File: src/rtl/updown_counter.sv
// Up/down modulus counter, wrap or saturate at the bounds, registered tc pulse and sticky ovf; one-cycle latency.
// No backpressure: every en cycle is consumed. Define UPDOWN_COUNTER_PRESCALE_EN to step only every PRESCALE enabled cycles.
module updown_counter #(
  parameter int WIDTH    = 8,
  parameter int PRESCALE = 4
) (
  input  logic             clk,
  input  logic             rst,
  input  logic             en,
  input  logic             dir,
  input  logic             load,
  input  logic [WIDTH-1:0] load_val,
  input  logic [WIDTH-1:0] modulus,
  input  logic             sat,
  input  logic             ovf_clr,
  output logic [WIDTH-1:0] count,
  output logic             tc,
  output logic             ovf
);

  if (WIDTH < 2 || WIDTH > 32) begin : g_bad_width
    $error("updown_counter: WIDTH out of range 2..32");
  end
  if (PRESCALE < 2 || PRESCALE > 256) begin : g_bad_prescale
    $error("updown_counter: PRESCALE out of range 2..256");
  end

  logic             step;
  logic [WIDTH-1:0] count_nxt;
  logic             bnd;

`ifdef UPDOWN_COUNTER_PRESCALE_EN
  localparam int            PW      = $clog2(PRESCALE);
  localparam logic [PW-1:0] PS_LAST = PW'(PRESCALE - 1);

  logic [PW-1:0] ps_cnt;

  // Prescaler only advances on cycles that would otherwise be steps.
  always_ff @(posedge clk) begin
    if (rst || load) begin
      ps_cnt <= '0;
    end else if (en) begin
      ps_cnt <= (ps_cnt == PS_LAST) ? '0 : ps_cnt + PW'(1);
    end
  end

  assign step = en && !load && (ps_cnt == PS_LAST);
`else
  assign step = en && !load;
`endif

  always_comb begin
    count_nxt = count;
    bnd       = 1'b0;
    if (load) begin
      count_nxt = (load_val > modulus) ? modulus : load_val;
    end else if (step) begin
      if (dir) begin
        if (count < modulus) begin
          count_nxt = count + WIDTH'(1);
        end else begin
          bnd       = 1'b1;
          count_nxt = sat ? modulus : '0;
        end
      end else begin
        // Modulus lowered under a larger count: clamp quietly, no event.
        if (count > modulus) begin
          count_nxt = modulus;
        end else if (count == '0) begin
          bnd       = 1'b1;
          count_nxt = sat ? '0 : modulus;
        end else begin
          count_nxt = count - WIDTH'(1);
        end
      end
    end
  end

  always_ff @(posedge clk) begin
    if (rst) begin
      count <= '0;
      tc    <= 1'b0;
      ovf   <= 1'b0;
    end else begin
      count <= count_nxt;
      tc    <= bnd;
      if (bnd) begin
        ovf <= 1'b1;
      end else if (ovf_clr) begin
        ovf <= 1'b0;
      end
    end
  end

endmodule
File: config.mk
export PLATFORM = sky130hd
export DESIGN_NAME = updown_counter
export DESIGN_NICKNAME = d
export VERILOG_FILES = /design/src/rtl/updown_counter.sv
export SDC_FILE = /design/constraint.sdc
export NUM_CORES = 1
export LEC_CHECK = 0
export ABC_AREA = 1
export BUFFER_PORTS_ARGS = -buffer_cell sky130_fd_sc_hd__buf_4
export CORE_UTILIZATION = 58
export CTS_BUF_LIST = sky130_fd_sc_hd__clkbuf_4 sky130_fd_sc_hd__clkbuf_8
export DETAILED_ROUTE_END_ITERATION = 10
export PLACE_DENSITY = 0.83
export SYNTH_ARGS = -nofsm -noshare
export SYNTH_HDL_FRONTEND = slang
export SYNTH_SLANG_ARGS = --single-unit
File: constraint.sdc
create_clock -name clk -period 2.1 [get_ports clk]
set_input_delay 0.105 -clock clk [delete_from_list [all_inputs] [get_ports clk]]
set_output_delay 0.105 -clock clk [all_outputs]
set_load 0.02 [all_outputs]
After elaboration in Yosys (flattened, before gate mapping)

Index checks and enable logic that the tools add are counted.
Widths: inputs -> output; s select.

Bits in registers: 10
Latch bits: 0
Bits in writable memories: 0
ROM bits: 0
Input bits: 23
Output and inout bits: 10
Word-level logic and storage cells: 30
Memories: 0

Add/sub/neg operators: 2
Multipliers: 0
Div/mod/pow operators: 0
Magnitude comparators: 3
Equality and inequality tests: 0
Shift-type cells: 0
Multiplexer cells: 17
Bitwise gates (word level): 0
Reductions and logical operators: 5

Operator list:

| cell                | count |
|---|---|
| $mux 8              | 9 |
| $gt 8x8->1          | 2 |
| $add 8x1->8 const B | 1 |
| $logic_not 8->1     | 1 |
| $lt 8x8->1          | 1 |
| $mux 1              | 8 |
| $sub 8x1->8 const B | 1 |
| $reduce_bool 2->1   | 2 |
| $logic_and 1x1->1   | 1 |
| $logic_not 1->1     | 1 |

Logic depth before layout (Yosys ltp)

Gate-level depths: netlist of the first run.

Word-level depth: 7
Mapped depth: 16
Depth with buffers taken out: 16

Least setup slack after synthesis of the first run

OpenSTA, ideal clock, no wires.

Kind: reg2reg
Start: reg count[0]
End: reg count[0]
Setup time: 0.112 ns
Arrival time: 1.755 ns
Data required time: 1.988 ns
Slack: 0.232 ns
Cell stages (with the launch flop): 16
Buffers on the path: 1
Period minus slack after synthesis: 1.868 ns
Cell sequence: dfxtp_1 inv_1 ha_1 inv_1 nand2_1 nand2_1 nand2_1 nand2_1 nand2_4 nand2_4 nand2_2 buf_6 o211ai_1 nand2_1 nand2_1 nand2_1

Word-level cells in the longest chain between the ends: 6
Elaborated cells between the ends (all ways): 11
Classes of those cells: add/sub: 2; order compare: 2; mux: 6; reduce/logical: 1

RTL lines:

| item                                           | line   | source |
|---|---|---|
| from (decl)                                    | 16     | `output logic [WIDTH-1:0] count,` |
| from (signal assigned)                         | 85     | `count <= count_nxt;` |
| $sub 8x1->8 or $logic_not 8->1 (tied branches) | 73, 69 |  |
| $mux 8                                         | 69     | `end else if (count == '0) begin` |
| $mux 8                                         | 67     | `if (count > modulus) begin` |
| $mux 8 (*)                                     | 58     | `if (dir) begin` |
| $mux 8 (*)                                     | 57     | `end else if (step) begin` |
| $mux 8 (*)                                     | 55     | `if (load) begin` |

Every way passes the cells marked *; elsewhere a longest branch is shown, timed or not. The select of a mux whose other input is x is not followed.
A chain may end at the register's enable or synchronous reset.

Final worst setup path of the first run

Start: reg count[7]
End: reg count[7]

The elaborated chain is that of the path after synthesis.

==> flow_summary.ini, run 1 <==
[clock_network]
tritoncts = built
cts_buffers = 3
post_cts_buffers = 0
htreeDepth = 1
cts_resized = 0
clk_path_buf_depth = 2
root_buffer = clkbuf_4
cts_num_sinks = 10
cts_hold_buf = 0
clk_pin_slew_ns = 0.07
insertion_delay_ns = 0.26

[timing]
maxSlewHeadroom_pct = 76.2
hold_viol_final = 0
skew_ns = 0.00432
fin_crit_ns = 1.91
final.period_utilization_pct = 91.0
rsz0062_at_grt = false
worst_slew_pin_slew_ns = 0.356
slew_viol_final = 0
layout_setup_ws_ns = 0.189
fmax_mhz = 523
setup_violations = 0
tns_ns = 0

[critical_path]
cp_max_fo = 13
critPathCaptureType = register
worstSetupPathType = register to register
critical_path_buf_inv_count = 1
slowest_stage = dfxtp_1
critPathArrivalTime_ns = 2.07
crit_top_cell = nand2_1
critical_path.cell_chain = ha_1 > a21o_1 > nor2_8 > nand2_4 > nand2_2 > inv_1 > nor2_1 > o21ai_1 > nand2_1 > nand2_1
r2r-start = count[7]
crit_family = simple AND/OR/NAND/NOR gates
rrSetupSlack_ns = 0.19
rr_worst_depth = 10
worstReg2RegEnd = count[7]
start_kind = register
worstPathRequired_ns = 2.26
worst_path_largest_cell_delay_ns = 0.33

[grt]
met1_usage_pct = 43.5
track_usage_pct = 33.9
grt_antenna_before_repair = 0
grt_max_degree = 14
met3_usage_pct = 3.46
grt-ovfl-total = 0
grt_pass1_vias = 1922
use_met2_pct = 60.5
top_usage_layer = met2
grt_pass1_wl_mm = 8.47

[pwr]
p_switching_w = 0.000496
p_int_w = 0.000561
pwr-share-seq_pct = 21.3
leakagePower_nw = 1.12
power.total_w = 0.00106
pwr-share-clk_pct = 16.4
irDropWorstVdd_v = 0.000407
combinationalPowerShare_pct = 62.3
power_density_nw_per_um2 = 516
switching_share_pct = 46.9

[min_path]
worstHoldPathType = input pin to register
holdPathStages = 2
min_from = ovf_clr
min_to = ovf

[outcome]
outcome = completed

[layout]
diodes = 0
n_fill_cell = 259
fin_util_pct = 73.6
ff_latch_area_um2 = 201
final_common_cell = nand2_1
multi_input_area_um2 = 1350
nets = 375
drive_above_1_share_pct = 20.5
area_growth_pct = 18.8
layout_common_cells = 83 x nand2_1, 39 x nor2_1, 39 x buf_4

[drt]
antenna_left = 0
totalWireLength_mm = 4.99
drt-initial-drc-count = 225
num_vias = 1997
viasPerCell = 5.50
drt_first_pass_iters = 6
drc_errors = 0
wl_per_cell_um = 13.8

[floorplanning]
die_area_um2 = 3190
row_count = 19
ios = 33
die_x_um = 56.5
initial_core_util_pct = 61.9
dieHeight_um = 56.5
core_um2 = 2780

[placed_design]
hpwl_mm = 4.12
dp_slack_ns = 0.151
place_congestion = 0.954
port_buffers = 32

[synth]
synthesis.instances = 295
ys_ff_latch = 10
ys_types = 27
syn_area_per_cell_um2 = 5.84
syn_nets = 337
yosys_warnings = 0
synth_area_um2 = 1720
seq_area_frac_synth_pct = 11.6

[job]
drv_cap = 0
==> cell usage after synthesis <==
cell type	instances	share of area (%)
nand2_1	83	18
ha_1	19	14
nand3_1	34	9.9
a21o_1	2	0.87
a21oi_1	17	4.9
nor2_4	3	2.0
nor2_2	3	1.1
nand4_1	3	1.1
buf_6	3	2.0
xor2_1	6	3.1
nand3_2	3	1.7
clkinv_1	1	0.22
dfxtp_1	10	12
nor2_1	39	8.5
inv_2	4	0.87
o21ai_1	5	1.5
inv_1	30	6.5
o211ai_1	1	0.44
clkbuf_1	3	0.65
o32ai_1	1	0.51
nand2_4	3	2.0
nand4_2	2	1.5
a21oi_2	1	0.51
nor2_8	1	1.2
a21boi_1	1	0.44
o21ai_0	13	3.8
nand2_2	4	1.5
==> power groups by stage <==
stage / logic [W] / clock network (W) / registers (W)
after floorplan: 0.000434 / 0 / 0.000260
after global placement: 0.000638 / 0 / 0.000228
after detailed placement: 0.000646 / 0 / 0.000229
after CTS: 0.000649 / 0.000175 / 0.000225
after global routing: 0.000741 / 0.000185 / 0.000227
final: 0.000659 / 0.000173 / 0.000226
==> how the worst max path moves through the flow <==
stage / startpoint / to / slack (ns) / cells after the start
after floorplan: count[0] / count[0] / 0.23 / 15
after detailed placement: count[5] / count[7] / 0.15 / 11
after global routing: count[5] / count[1] / 0.05 / 12
after global placement: count[5] / count[7] / 0.23 / 11
final: count[7] / count[7] / 0.19 / 10
after CTS: count[5] / count[7] / 0.14 / 11
==> flip-flops by register name (all words and copies together), names as in the netlist <==
signal / flops
tc: 1
ovf: 1
count: 8
==> through the flow <==
| stage | cells | hold WS, ns | cell area [um^2] |
|---|---|---|---|
| after floorplan | 295 | 0.167 | 1720 |
| after global placement | 359 | 0.313 | 2010 |
| after detailed placement | 359 | 0.318 | 2010 |
| after CTS | 363 | 0.0452 | 2050 |
| after global routing | 363 | 0.0473 | 2050 |
| final | 363 | 0.0459 | 2050 |
==> cells by family after synthesis <==
kind of cell / after synthesis / share of synthesized area [%]
xor+xnor: 6 / 3.05
compound gates: 41 / 12.9
fa+ha+maj: 19 / 13.8
buf+inv: 41 / 10.2
flops: 10 / 11.6
simple gates: 178 / 48.4
==> routing by layer <==
metal	vias to the layer above	wire length, um
met5	-	0
li1	1033	-
met1	862	2140
met2	90	2330
met3	12	421
met4	0	102
==> area by class of cell <==
cell class / count / area share [%]
Multi-Input combinational cell: 244 / 65.8
Timing Repair Buffer: 39 / 14.3
Sequential cell: 10 / 9.84
Inverter: 35 / 6.42
Tap cell: 31 / 1.89
Clock buffer: 4 / 1.77
Note: power is estimated with default switching activity, not from simulation.
==> inputs of run 2 (changes only) <==
--- a/config.mk
+++ b/config.mk
@@ -10,7 +10,7 @@
 export CORE_UTILIZATION = 58
 export CTS_BUF_LIST = sky130_fd_sc_hd__clkbuf_4 sky130_fd_sc_hd__clkbuf_8
 export DETAILED_ROUTE_END_ITERATION = 10
-export PLACE_DENSITY = 0.83
+export PLACE_DENSITY_LB_ADDON = 0.15
 export SYNTH_ARGS = -nofsm -noshare
 export SYNTH_HDL_FRONTEND = slang
 export SYNTH_SLANG_ARGS = --single-unit
==> constraint.sdc (replaced) <==
create_clock -name clk -period 2.1 [get_ports clk]
set_input_delay 0.105 -clock clk [delete_from_list [all_inputs] [get_ports clk]]
set_output_delay 0.105 -clock clk [all_outputs]
set_load 0.005 [all_outputs]
==> flow_summary.ini, run 2 (same netlist as run 1, synthesis figures left out) <==
[outcome]
outcome = completed

[layout]
multi_input_area_um2 = 1350
ff_latch_area_um2 = 203
largest_register_ffs = 8
layout_common_cells = 83 x nand2_1, 39 x nor2_1, 38 x buf_4
final_common_cell = nand2_1
nets = 374
n_fill_cell = 257
drive_above_1_share_pct = 20.8
top_regs = count: 8 flops, ovf: 1 flops, tc: 1 flops
area_growth_pct = 18.4
regMostFlops = count
diodes = 0

[critical_path]
worstPathRequired_ns = 2.27
worstSetupPathType = register to register
start_kind = register
critPathArrivalTime_ns = 2.08
critPathCaptureType = register
cp_max_fo = 13

[drt]
drt-initial-drc-count = 154
antenna_left = 0
num_vias = 2024
drc_errors = 0
viasPerCell = 5.59
wl_per_cell_um = 13.9
totalWireLength_mm = 5.05
drt_first_pass_iters = 4

[grt]
track_usage_pct = 32.5
grt_max_degree = 14
grt-ovfl-total = 0
grt_pass1_wl_mm = 8.12
grt_pass1_vias = 1858
grt_antenna_before_repair = 0

[floorplanning]
ios = 33
row_count = 19
dieHeight_um = 56.5
die_x_um = 56.5
core_um2 = 2780
die_area_um2 = 3190
initial_core_util_pct = 61.9

[pwr]
combinationalPowerShare_pct = 61.4
power.total_w = 0.00104
switching_share_pct = 46.3
pwr-share-seq_pct = 21.6
pwr-share-clk_pct = 17.0
power_density_nw_per_um2 = 510
leakagePower_nw = 1.11
irDropWorstVdd_v = 0.000478
p_switching_w = 0.000482
p_int_w = 0.000559

[placed_design]
place_congestion = 0.978
dp_slack_ns = 0.152
hpwl_mm = 3.99
port_buffers = 32

[clock_network]
cts_hold_buf = 0
clk_path_buf_depth = 2
htreeDepth = 1
tritoncts = built
cts_buffers = 3
clk_pin_slew_ns = 0.07
post_cts_buffers = 0
root_buffer = clkbuf_4
cts_num_sinks = 10
insertion_delay_ns = 0.27

[timing]
worst_slew_pin_slew_ns = 0.334
maxSlewHeadroom_pct = 77.7
hold_viol_final = 0
fin_crit_ns = 1.91
layout_setup_ws_ns = 0.186
slew_viol_final = 0
tns_ns = 0
final.period_utilization_pct = 91.1
skew_ns = 0.00190
fmax_mhz = 522
setup_violations = 0
rsz0062_at_grt = false

[job]
drv_cap = 0

[min_path]
worstHoldPathType = input pin to register
run 2: cell count changes in the layout (fill, tap and decap cells not counted):
cell,delta
dfxtp_2,+1
dfxtp_1,-1
inv_1,-1
buf_4,-1
inv_2,+1
run 2: path summary, 6_finish.rpt:
check | start | endpoint | slack [ns] | cells past startpoint
worst min register to register | ovf | ovf | 0.48 | 2
worst max register to register | count[5] | count[7] | 0.19 | 11
worst min-delay path | ovf_clr | ovf | 0.03 | 2
worst max-delay path | count[5] | count[7] | 0.19 | 11
run 2: power by group through the flow:
stage | combinational (W) | clock [W] | sequential (W)
floorplan | 0.000434 | 0 | 0.000239
global placement | 0.000613 | 0 | 0.000227
detailed placement | 0.000619 | 0 | 0.000227
CTS | 0.000624 | 0.000180 | 0.000223
global route | 0.000710 | 0.000189 | 0.000227
finish | 0.000639 | 0.000177 | 0.000225
run 2: routing by layer:
metal	GRT usage [%]	wire, um	share of wire (%)
met2	53.6	2330	46
met1	42.4	2210	44
met4	13.6	159	3.1
met5	0	0	0
met3	3.92	352	7.0
run 2: critical path: stages, from the launching register on:
cell     delay [ns]
dfxtp_2        0.40
ha_1           0.27
a21oi_1        0.17
nor2_2         0.08
nor2_8         0.16
nand2_4        0.13
nand2_2        0.19
inv_1          0.10
nor2_1         0.11
o21ai_1        0.08
nand2_1        0.06
nand2_1        0.04
run 2: final cells by class:
type / count / share of cell area, %
clock buffers: 4 / 1.78
inverters: 35 / 6.44
multi-input cells: 244 / 66.0
flip-flops and latches: 10 / 9.93
well taps: 31 / 1.90
repair buffers: 38 / 14.0
run 2: through the flow:
step	utilization (%)	cell area, um^2	hold slack [ns]	std cells
after floorplan	-	1720	0.167	295
after global placement	72.0	2000	0.313	358
after detailed placement	72.0	2000	0.315	358
after CTS	73.3	2040	0.0343	362
after global routing	73.4	2040	0.0235	362
final	73.4	2040	0.0331	362
run 2: what timing repair did:
item                                   in CTS  in global routing
resized for setup                           0                  3
endpoints found under the hold margin       0                  0
setup endpoints to repair                   0                  2
